<file path="src/rtl/mdu_pkg.sv">
// Shared opcode/state types and helpers for the iterative RV32M multiply/divide unit.
package mdu_pkg;

  typedef enum logic [2:0] {
    OP_MUL    = 3'd0,
    OP_MULH   = 3'd1,
    OP_MULHSU = 3'd2,
    OP_MULHU  = 3'd3,
    OP_DIV    = 3'd4,
    OP_DIVU   = 3'd5,
    OP_REM    = 3'd6,
    OP_REMU   = 3'd7
  } mdu_op_e;

  typedef enum logic [1:0] {
    ST_IDLE,
    ST_MUL,
    ST_DIV,
    ST_DONE
  } mdu_state_e;

  function automatic logic is_div(input mdu_op_e op);
    return op[2];
  endfunction

  function automatic logic is_signed_div(input mdu_op_e op);
    return (op == OP_DIV) || (op == OP_REM);
  endfunction

endpackage

</file>
<file path="src/rtl/mdu_divider.sv">
// Unsigned restoring divider core: one quotient bit per cycle, XLEN iterations, done pulses once.
module mdu_divider #(
  parameter int XLEN = 32
) (
  input  logic            clk,
  input  logic            rst,
  input  logic            start,
  input  logic            kill,
  input  logic [XLEN-1:0] dividend,
  input  logic [XLEN-1:0] divisor,
  output logic            busy,
  output logic            done,
  output logic [XLEN-1:0] quotient,
  output logic [XLEN-1:0] remainder
);

  localparam int CW = $clog2(XLEN) + 1;

  logic [XLEN-1:0] rem_p0;
  logic [XLEN-1:0] quo_p0;
  logic [XLEN-1:0] dvs_p0;
  logic [CW-1:0]   cnt;
  logic [XLEN:0]   shifted;
  logic [XLEN:0]   diff;
  logic            ge;
  logic            last;

  // Borrow out of the XLEN+1 bit subtract tells whether the divisor fits;
  // the shifted partial remainder is always below twice the divisor.
  assign shifted = {rem_p0, quo_p0[XLEN-1]};
  assign diff    = shifted - {1'b0, dvs_p0};
  assign ge      = ~diff[XLEN];
  assign last    = (cnt == CW'(XLEN - 1));

  always_ff @(posedge clk or posedge rst) begin
    if (rst) begin
      busy <= 1'b0;
      done <= 1'b0;
      cnt  <= '0;
    end else if (kill) begin
      busy <= 1'b0;
      done <= 1'b0;
      cnt  <= '0;
    end else if (start) begin
      busy <= 1'b1;
      done <= 1'b0;
      cnt  <= '0;
    end else if (busy) begin
      busy <= ~last;
      done <= last;
      cnt  <= cnt + 1'b1;
    end else begin
      done <= 1'b0;
    end
  end

  always_ff @(posedge clk) begin
    if (start) begin
      rem_p0 <= '0;
      quo_p0 <= dividend;
      dvs_p0 <= divisor;
    end else if (busy) begin
      rem_p0 <= ge ? diff[XLEN-1:0] : shifted[XLEN-1:0];
      quo_p0 <= {quo_p0[XLEN-2:0], ge};
    end
  end

  assign quotient  = quo_p0;
  assign remainder = rem_p0;

endmodule

</file>
<file path="src/rtl/mdu_iter.sv">
// Multi-cycle RV32M multiply/divide unit with valid/ready handshake and flush.
// Define MDU_DIV_EN to build the iterative divider; otherwise divides return 0 one cycle after accept.
module mdu_iter
  import mdu_pkg::*;
#(
  parameter int XLEN    = 32,
  parameter int MUL_LAT = 2
) (
  input  logic            clk,
  input  logic            rst,
  input  logic            req_valid,
  output logic            req_ready,
  input  logic [2:0]      req_op,
  input  logic [XLEN-1:0] req_src1,
  input  logic [XLEN-1:0] req_src2,
  input  logic            flush,
  output logic            resp_valid,
  input  logic            resp_ready,
  output logic [XLEN-1:0] resp_data
);

  localparam int MCW = $clog2(MUL_LAT + 1);

  mdu_state_e      state, state_nxt;
  mdu_op_e         op_in, op_p0;
  logic [XLEN-1:0] src1_p0, src2_p0;
  logic [MCW-1:0]  mul_cnt;
  logic            accept;
  logic            load_res;
  logic [XLEN-1:0] res_val;
  logic [XLEN-1:0] mul_res;
  logic [XLEN-1:0] div_res;
  logic            div_ready;

  logic signed [2*XLEN-1:0] mul_a, mul_b, product;

  assign op_in      = mdu_op_e'(req_op);
  assign req_ready  = (state == ST_IDLE);
  assign resp_valid = (state == ST_DONE);
  assign accept     = req_valid & req_ready & ~flush;

  always_ff @(posedge clk) begin
    if (accept) begin
      op_p0   <= op_in;
      src1_p0 <= req_src1;
      src2_p0 <= req_src2;
    end
  end

  // Product is a multi-cycle path from the operand latch, captured after MUL_LAT cycles.
  assign mul_a   = {{XLEN{((op_p0 == OP_MULH) || (op_p0 == OP_MULHSU)) & src1_p0[XLEN-1]}}, src1_p0};
  assign mul_b   = {{XLEN{(op_p0 == OP_MULH) & src2_p0[XLEN-1]}}, src2_p0};
  assign product = mul_a * mul_b;
  assign mul_res = (op_p0 == OP_MUL) ? product[XLEN-1:0] : product[2*XLEN-1:XLEN];

`ifdef MDU_DIV_EN
  localparam logic [XLEN-1:0] MIN = {1'b1, {(XLEN-1){1'b0}}};

  logic            sdiv_in, zero_in, ovf_in, special_in, div_start;
  logic [XLEN-1:0] mag1_in, mag2_in;
  logic            special_p0, zero_p0, neg_q_p0, neg_r_p0;
  logic            div_busy, div_done;
  logic [XLEN-1:0] div_quo, div_rem, q_fix, r_fix, spec_q, spec_r;

  assign sdiv_in    = is_signed_div(op_in);
  assign mag1_in    = (sdiv_in & req_src1[XLEN-1]) ? -req_src1 : req_src1;
  assign mag2_in    = (sdiv_in & req_src2[XLEN-1]) ? -req_src2 : req_src2;
  assign zero_in    = (req_src2 == '0);
  assign ovf_in     = sdiv_in & (req_src1 == MIN) & (req_src2 == '1);
  assign special_in = zero_in | ovf_in;
  assign div_start  = accept & is_div(op_in) & ~special_in;

  always_ff @(posedge clk) begin
    if (accept) begin
      special_p0 <= special_in;
      zero_p0    <= zero_in;
      neg_q_p0   <= sdiv_in & (req_src1[XLEN-1] ^ req_src2[XLEN-1]);
      neg_r_p0   <= sdiv_in & req_src1[XLEN-1];
    end
  end

  mdu_divider #(.XLEN(XLEN)) u_divider (
    .clk       (clk),
    .rst       (rst),
    .start     (div_start),
    .kill      (flush),
    .dividend  (mag1_in),
    .divisor   (mag2_in),
    .busy      (div_busy),
    .done      (div_done),
    .quotient  (div_quo),
    .remainder (div_rem)
  );

  // Sign fixup cycle; special cases resolve from latched flags without iterating.
  assign q_fix     = neg_q_p0 ? -div_quo : div_quo;
  assign r_fix     = neg_r_p0 ? -div_rem : div_rem;
  assign spec_q    = zero_p0 ? '1 : MIN;
  assign spec_r    = zero_p0 ? src1_p0 : '0;
  assign div_res   = special_p0 ? (op_p0[1] ? spec_r : spec_q)
                                : (op_p0[1] ? r_fix : q_fix);
  assign div_ready = special_p0 | (div_done & ~div_busy);
`else
  assign div_res   = '0;
  assign div_ready = 1'b1;
`endif

  always_comb begin
    state_nxt = state;
    load_res  = 1'b0;
    res_val   = mul_res;
    case (state)
      ST_IDLE: if (accept) state_nxt = is_div(op_in) ? ST_DIV : ST_MUL;
      ST_MUL: begin
        if (mul_cnt == MCW'(MUL_LAT - 1)) begin
          state_nxt = ST_DONE;
          load_res  = 1'b1;
        end
      end
      ST_DIV: begin
        res_val = div_res;
        if (div_ready) begin
          state_nxt = ST_DONE;
          load_res  = 1'b1;
        end
      end
      ST_DONE: if (resp_ready) state_nxt = ST_IDLE;
      default: state_nxt = ST_IDLE;
    endcase
    if (flush) begin
      state_nxt = ST_IDLE;
      load_res  = 1'b0;
    end
  end

  always_ff @(posedge clk or posedge rst) begin
    if (rst) begin
      state     <= ST_IDLE;
      mul_cnt   <= '0;
      resp_data <= '0;
    end else begin
      state <= state_nxt;
      if (state == ST_MUL && !flush) mul_cnt <= mul_cnt + 1'b1;
      else                           mul_cnt <= '0;
      if (load_res) resp_data <= res_val;
    end
  end

endmodule
</file>
<file path="config.mk">
export PLATFORM = sky130hd
export DESIGN_NAME = mdu_iter
export DESIGN_NICKNAME = d
export VERILOG_FILES = /design/src/rtl/mdu_pkg.sv /design/src/rtl/mdu_divider.sv /design/src/rtl/mdu_iter.sv
export SDC_FILE = /design/constraint.sdc
export NUM_CORES = 2
export LEC_CHECK = 0
export ABC_AREA = 1
export BUFFER_PORTS_ARGS = -buffer_cell sky130_fd_sc_hd__buf_4
export CAP_MARGIN = 0
export CORE_MARGIN = 2
export CORE_UTILIZATION = 50
export DETAILED_ROUTE_END_ITERATION = 8
export GPL_TIMING_DRIVEN = 0
export PLACE_DENSITY = 0.67
export SLEW_MARGIN = 20
export SYNTH_ARGS = -nofsm -noshare
export SYNTH_HDL_FRONTEND = slang
export SYNTH_SLANG_ARGS = --single-unit
</file>
<file path="constraint.sdc">
create_clock -name clk -period 7.2 [get_ports clk]
set_clock_uncertainty 0.15 [all_clocks]
set_input_delay 1.44 -clock clk [delete_from_list [all_inputs] [get_ports clk]]
set_output_delay 1.44 -clock clk [all_outputs]
set_load 0.02 [all_outputs]
</file>
## After elaboration in Yosys (flattened, before gate mapping)

Index checks and enable logic that the tools add are counted.

| operators by class | value |
|---|---|
| eq/ne operators | 9 |
| mux-type cells | 12 |
| multiply operators | 1 |
| add/subtract/negate cells | 1 |
| bitwise logic cells | 5 |
| reductions and logical operators | 6 |

Operators with widths:

| operator | count |
|---|---|
| multiplier 33 x 33 -> 64 bit | 1 |
| 2-to-1 mux 32 bit | 2 |
| 2-to-1 mux 2 bit | 6 |
| case mux 2 bit (4 select lines) | 1 |
| AND 1 bit | 4 |
| == test 2 x 1 -> 1 bit (second input constant) | 2 |
| == test 2 bit (second input constant) | 2 |
| == test 3 x 1 -> 1 bit (second input constant) | 1 |
| == test 3 x 2 -> 1 bit (second input constant) | 1 |
| zero test 3 bit | 1 |
| inequality test 3 x 1 -> 1 bit (second input constant) | 1 |
| inequality test 3 x 2 -> 1 bit (second input constant) | 1 |
| inequality test 3 bit (second input constant) | 1 |
| AND reduction 3 bit | 1 |
| adder 2 x 1 -> 2 bit (second input constant) | 1 |
| zero test 2 bit | 1 |
| 2-to-1 mux 1 bit | 2 |
| case mux 1 bit (2 select lines) | 1 |
| logical AND 1 bit | 1 |
| zero test 1 bit | 1 |
| logical OR 1 bit | 1 |
| inverter 1 bit | 1 |

| word-level totals | value |
|---|---|
| output and inout port bits | 34 |
| logic and storage cells | 40 |
| input bits | 72 |
| flip-flop bits (word level) | 103 |

## Depth between registers and ports, before layout

| logic depth | value |
|---|---|
| word-level depth | 6 |
| mapped depth | 37 |
| mapped depth without buffers | 37 |

## Least setup slack after synthesis

OpenSTA, ideal clock, no wires.

| path | value |
|---|---|
| kind | reg-to-reg |
| start | reg op_p0[0] |
| end | reg resp_data[30] |
| setup time | 117 ps |
| arrival time | 7,535 ps |
| setup slack | -602 ps |
| period minus slack after synthesis | 7,802 ps |
| stages on the path, launching flop included | 34 |
| data required time | 6,933 ps |
| path buffers | 1 |
| cell sequence | edfxtp_1 > nor2_4 > nand2_4 > nand2_4 > nand2_1 > inv_1 > clkbuf_1 > nand2_1 > fa_1 > fa_1 > fa_1 > inv_1 > fa_1 > fa_1 > fa_1 > fa_1 > inv_1 > fa_1 > inv_1 > ha_1 > nand2_1 > nor2_1 > inv_1 > nor2_1 > inv_1 > nor2_1 > and2_1 > nand2_1 > nand2_1 > nand2_1 > nand3_1 > nand2_1 > nand2_1 > nand2_1 |

| between the ends | value |
|---|---|
| longest elaborated chain between the ends | 6 |
| elaborated cells on any way between the ends | 9 |
| classes of those cells | mul: 1; eq/ne: 2; mux: 2; bitwise: 2; reduce/logical: 2 |

RTL lines:

| element | line | RTL |
|---|---|---|
| from (decl) | mdu_iter.sv:25 | `mdu_op_e op_in, op_p0;` |
| from (signal assigned) | mdu_iter.sv:44 | `op_p0 <= op_in;` |
| == test 3 x 1 -> 1 bit / == test 3 x 2 -> 1 bit (equally long branches) | mdu_iter.sv:51, mdu_iter.sv:52 |  |
| logical OR 1 bit | mdu_iter.sv:51 | `assign mul_a = {{XLEN{((op_p0 == OP_MULH) \|\| (op_p0 == OP_MULHSU)) & src1_p0[XLEN-1]}}, src1_p0};` |
| AND 1 bit | mdu_iter.sv:51 |  |
| multiplier 33 x 33 -> 64 bit | mdu_iter.sv:53 | `assign product = mul_a * mul_b;` |
| 2-to-1 mux 32 bit * | mdu_iter.sv:54 | `assign mul_res = (op_p0 == OP_MUL) ? product[XLEN-1:0] : product[2*XLEN-1:XLEN];` |
| 2-to-1 mux 32 bit * | mdu_iter.sv:112 | `case (state)` |
| to (signal assigned) | mdu_iter.sv:145 | `if (load_res) resp_data <= res_val;` |
| to (decl) | mdu_iter.sv:19 | `output logic [XLEN-1:0] resp_data` |

Mark *: on every way between the ends. The rest lies on a longest branch, timed or not.
A chain may end at the register's enable or synchronous reset.

## Worst setup path after layout

| path | value |
|---|---|
| start | reg op_p0[2] |
| end | reg resp_data[22] |

The elaborated chain is that of the path after synthesis.

==> results.cfg <==
[run_status]
status = finished, violations left
violations = setup timing

[clock_network]
numCtsBuffers = 9
htree_levels = 3
cts.sinks = 103
cts_tree = done
cts_buffer_depth = 2
clock_latency_ns = 0.46
hold_buffers = 0
cts.clk_slew.worst_paths_ns = 0.09
cts-root-buf = clkbuf_16

[floorplanning]
die_y_um = 299
die_w_um = 299
std_cell_rows = 108
dieArea_mm2 = 0.0896
io_pins = 106
core_mm2 = 0.0866
initial_core_util = 0.504

[place]
port_buffers = 105
place_congestion = 1.05
dp_slack_ns = -2.20
place_hpwl_mm = 141
dp_cells = 6620

[yosys]
syn_area_mm2 = 0.0436
syn_avg_cell_area_um2 = 8.14
netlist.top_cell.by_area = fa_1
synth-seq-cells = 103
synth_area_leaders = fa_1 (52%), inv_1 (14%), nand2_1 (12%)
synth_top_area_frac = 0.516
synth-edff-count = 67
synthArstFlopShare = 0.350
yosysSeqAreaShare = 0.0668
syn_nets = 6770
ys_types = 43
netlist_instances = 5356
synth_ff_type = edfxtp_1
ys.warnings.count = 0

[finish]
fin_nets = 7093
final_util = 0.602
fillerInstances = 7667
layout_commonest_cell = inv_1
instances_no_fill = 6840
seqCellArea_mm2 = 0.00291
syn_to_final_growth_pct = 19.6
final_cell_mix = inv_1 (1551), nand2_1 (1300), fa_1 (1079)
drive_gt1_frac = 0.205
multiInputGateArea_mm2 = 0.0365

[worst_setup_path]
arrival_ns = 8.11
required_ns = 7.37
cp-startpoint = op_p0[2]$_DFFE_PP_
crit_path_start_kind = flip-flop
worstPathMaxFanout = 6
critical-path-max-stage-delay_ns = 0.63
rr_startpoint = op_p0[2]$_DFFE_PP_
cp-end-kind = flip-flop
critPathSlowestCell = fa_2
crit_type = reg -> reg

[detailed_routing]
final_antenna_net_count = 0
dr.pass1.iters = 5
vias = 37100
vias_per_cell = 5.43
wl_per_cell_um = 24.6
drt-total-wl_mm = 168
dr.first_iter.drc_count = 3444
drcViolationCount = 0

[worst_hold_path]
min_from = mul_cnt[0]$_DFF_PP0_
hp-class = reg -> reg

[sta]
finalMaxSlewViolations = 0
fmax_mhz = 126
worst-slew-pin-transition_ns = 0.926
setup_violations = 32
hold_violations = 0
fin_ws_ns = -0.739
fin_crit_ns = 7.94
rsz0062_at_grt = yes
slew_headroom = 0.383
fin_crit_sh = 1.10

[global_route]
grt_pass1_vias = 39100
overflow = 0
antenna_found_initial = 1
track_usage = 0.389
grt_pass1_wl_mm = 251
grt_start_max_net_pins = 26

[job]
drv_cap = 0
[layout make-up]
class	instances	share of cell area
well taps	1155	0.0277
clock inverters	7	0.00134
plain buffers	211	0.0310
multi-input cells	3346	0.699
inverters	1651	0.120
diodes	1	0.0000480
flip-flops and latches	103	0.0558
repair buffers	357	0.0614
clock buffers	9	0.00432
[registers in the layout, summed over array words and instances (netlist names)]
name	cells
state	2
op_p0	3
resp_data	32
src2_p0	32
src1_p0	32
mul_cnt	2
[stage by stage]
step	area, um2	hold WS [ns]	TNS [ns]
after floorplan	43900	0.260	-1.62
after global placement	46100	0.274	-59.09
after detailed placement	46200	0.287	-53.65
after CTS	50500	0.298	-14.18
after global routing	52200	0.318	-21.20
final	52200	0.290	-15.57
[per-layer routing]
metal  GRT usage  up-vias  wire length, um
met4       0.209        2            11400
met1       0.510    18900            62600
met5      0.0111        -              139
met2       0.593     2114            74400
met3       0.102      499            19900
li1            -    15600                -
[synthesized netlist by cell type (3+ instances only)]
master and instances:
inv_1 1647, nor2_1 171, xor2_1 3, nand2_2 8
or2_2 8, inv_2 3, nand4_1 22, o21ai_1 11
fa_1 1125, a31oi_1 3, a21boi_0 4, nor2_2 3
buf_2 6, o21bai_1 10, ha_1 217, nand2_1 1409
o21ai_0 87, edfxtp_1 67, nand3_1 108, clkbuf_1 248
xnor2_1 7, nand3b_1 3, a21oi_1 114, nor3_1 7
o21ai_2 3, a21o_1 3, dfrtp_1 36
[path summary, 6_finish.rpt]
kind / to / slack (ns) / cells after the start
setup / recovery: resp_data[22]$_DFFE_PP0P_ / -0.74 / 28
setup reg to reg: resp_data[22]$_DFFE_PP0P_ / -0.74 / 28
hold / removal: mul_cnt[0]$_DFF_PP0_ / 0.29 / 1
hold reg to reg: mul_cnt[0]$_DFF_PP0_ / 0.29 / 1
min in group asynchronous: resp_data[15]$_DFFE_PP0P_ / 0.87 / 2
max in group asynchronous: resp_data[28]$_DFFE_PP0P_ / 5.56 / 3
[worst max-delay path, delay by kind of cell, from the launching register on]
| kind | cells | cell delay [ns] |
|---|---|---|
| compound gates | 5 | 1.17 |
| fa+ha+maj | 9 | 4.68 |
| buf+inv | 8 | 0.79 |
| flops | 1 | 0.39 |
| simple gates | 6 | 0.62 |
[cells by family after synthesis]
logic type / count (synthesis) / synth area share
compound gates: 242 / 0.0295
xor+xnor: 11 / 0.00238
buf+inv: 1907 / 0.164
flops: 103 / 0.0668
fa+ha+maj: 1342 / 0.579
simple gates: 1751 / 0.159
[repair_timing]
item                                    4_1_cts  5_1_grt
resized for setup                           831      335
endpoints found under the setup margin       32       32
setup buffers                               189       61
gates cloned                                  1        0
pin swaps                                   163      228
Power is not shown: default switching activity piles up to over one toggle a cycle in this logic, so the estimate is an artifact.
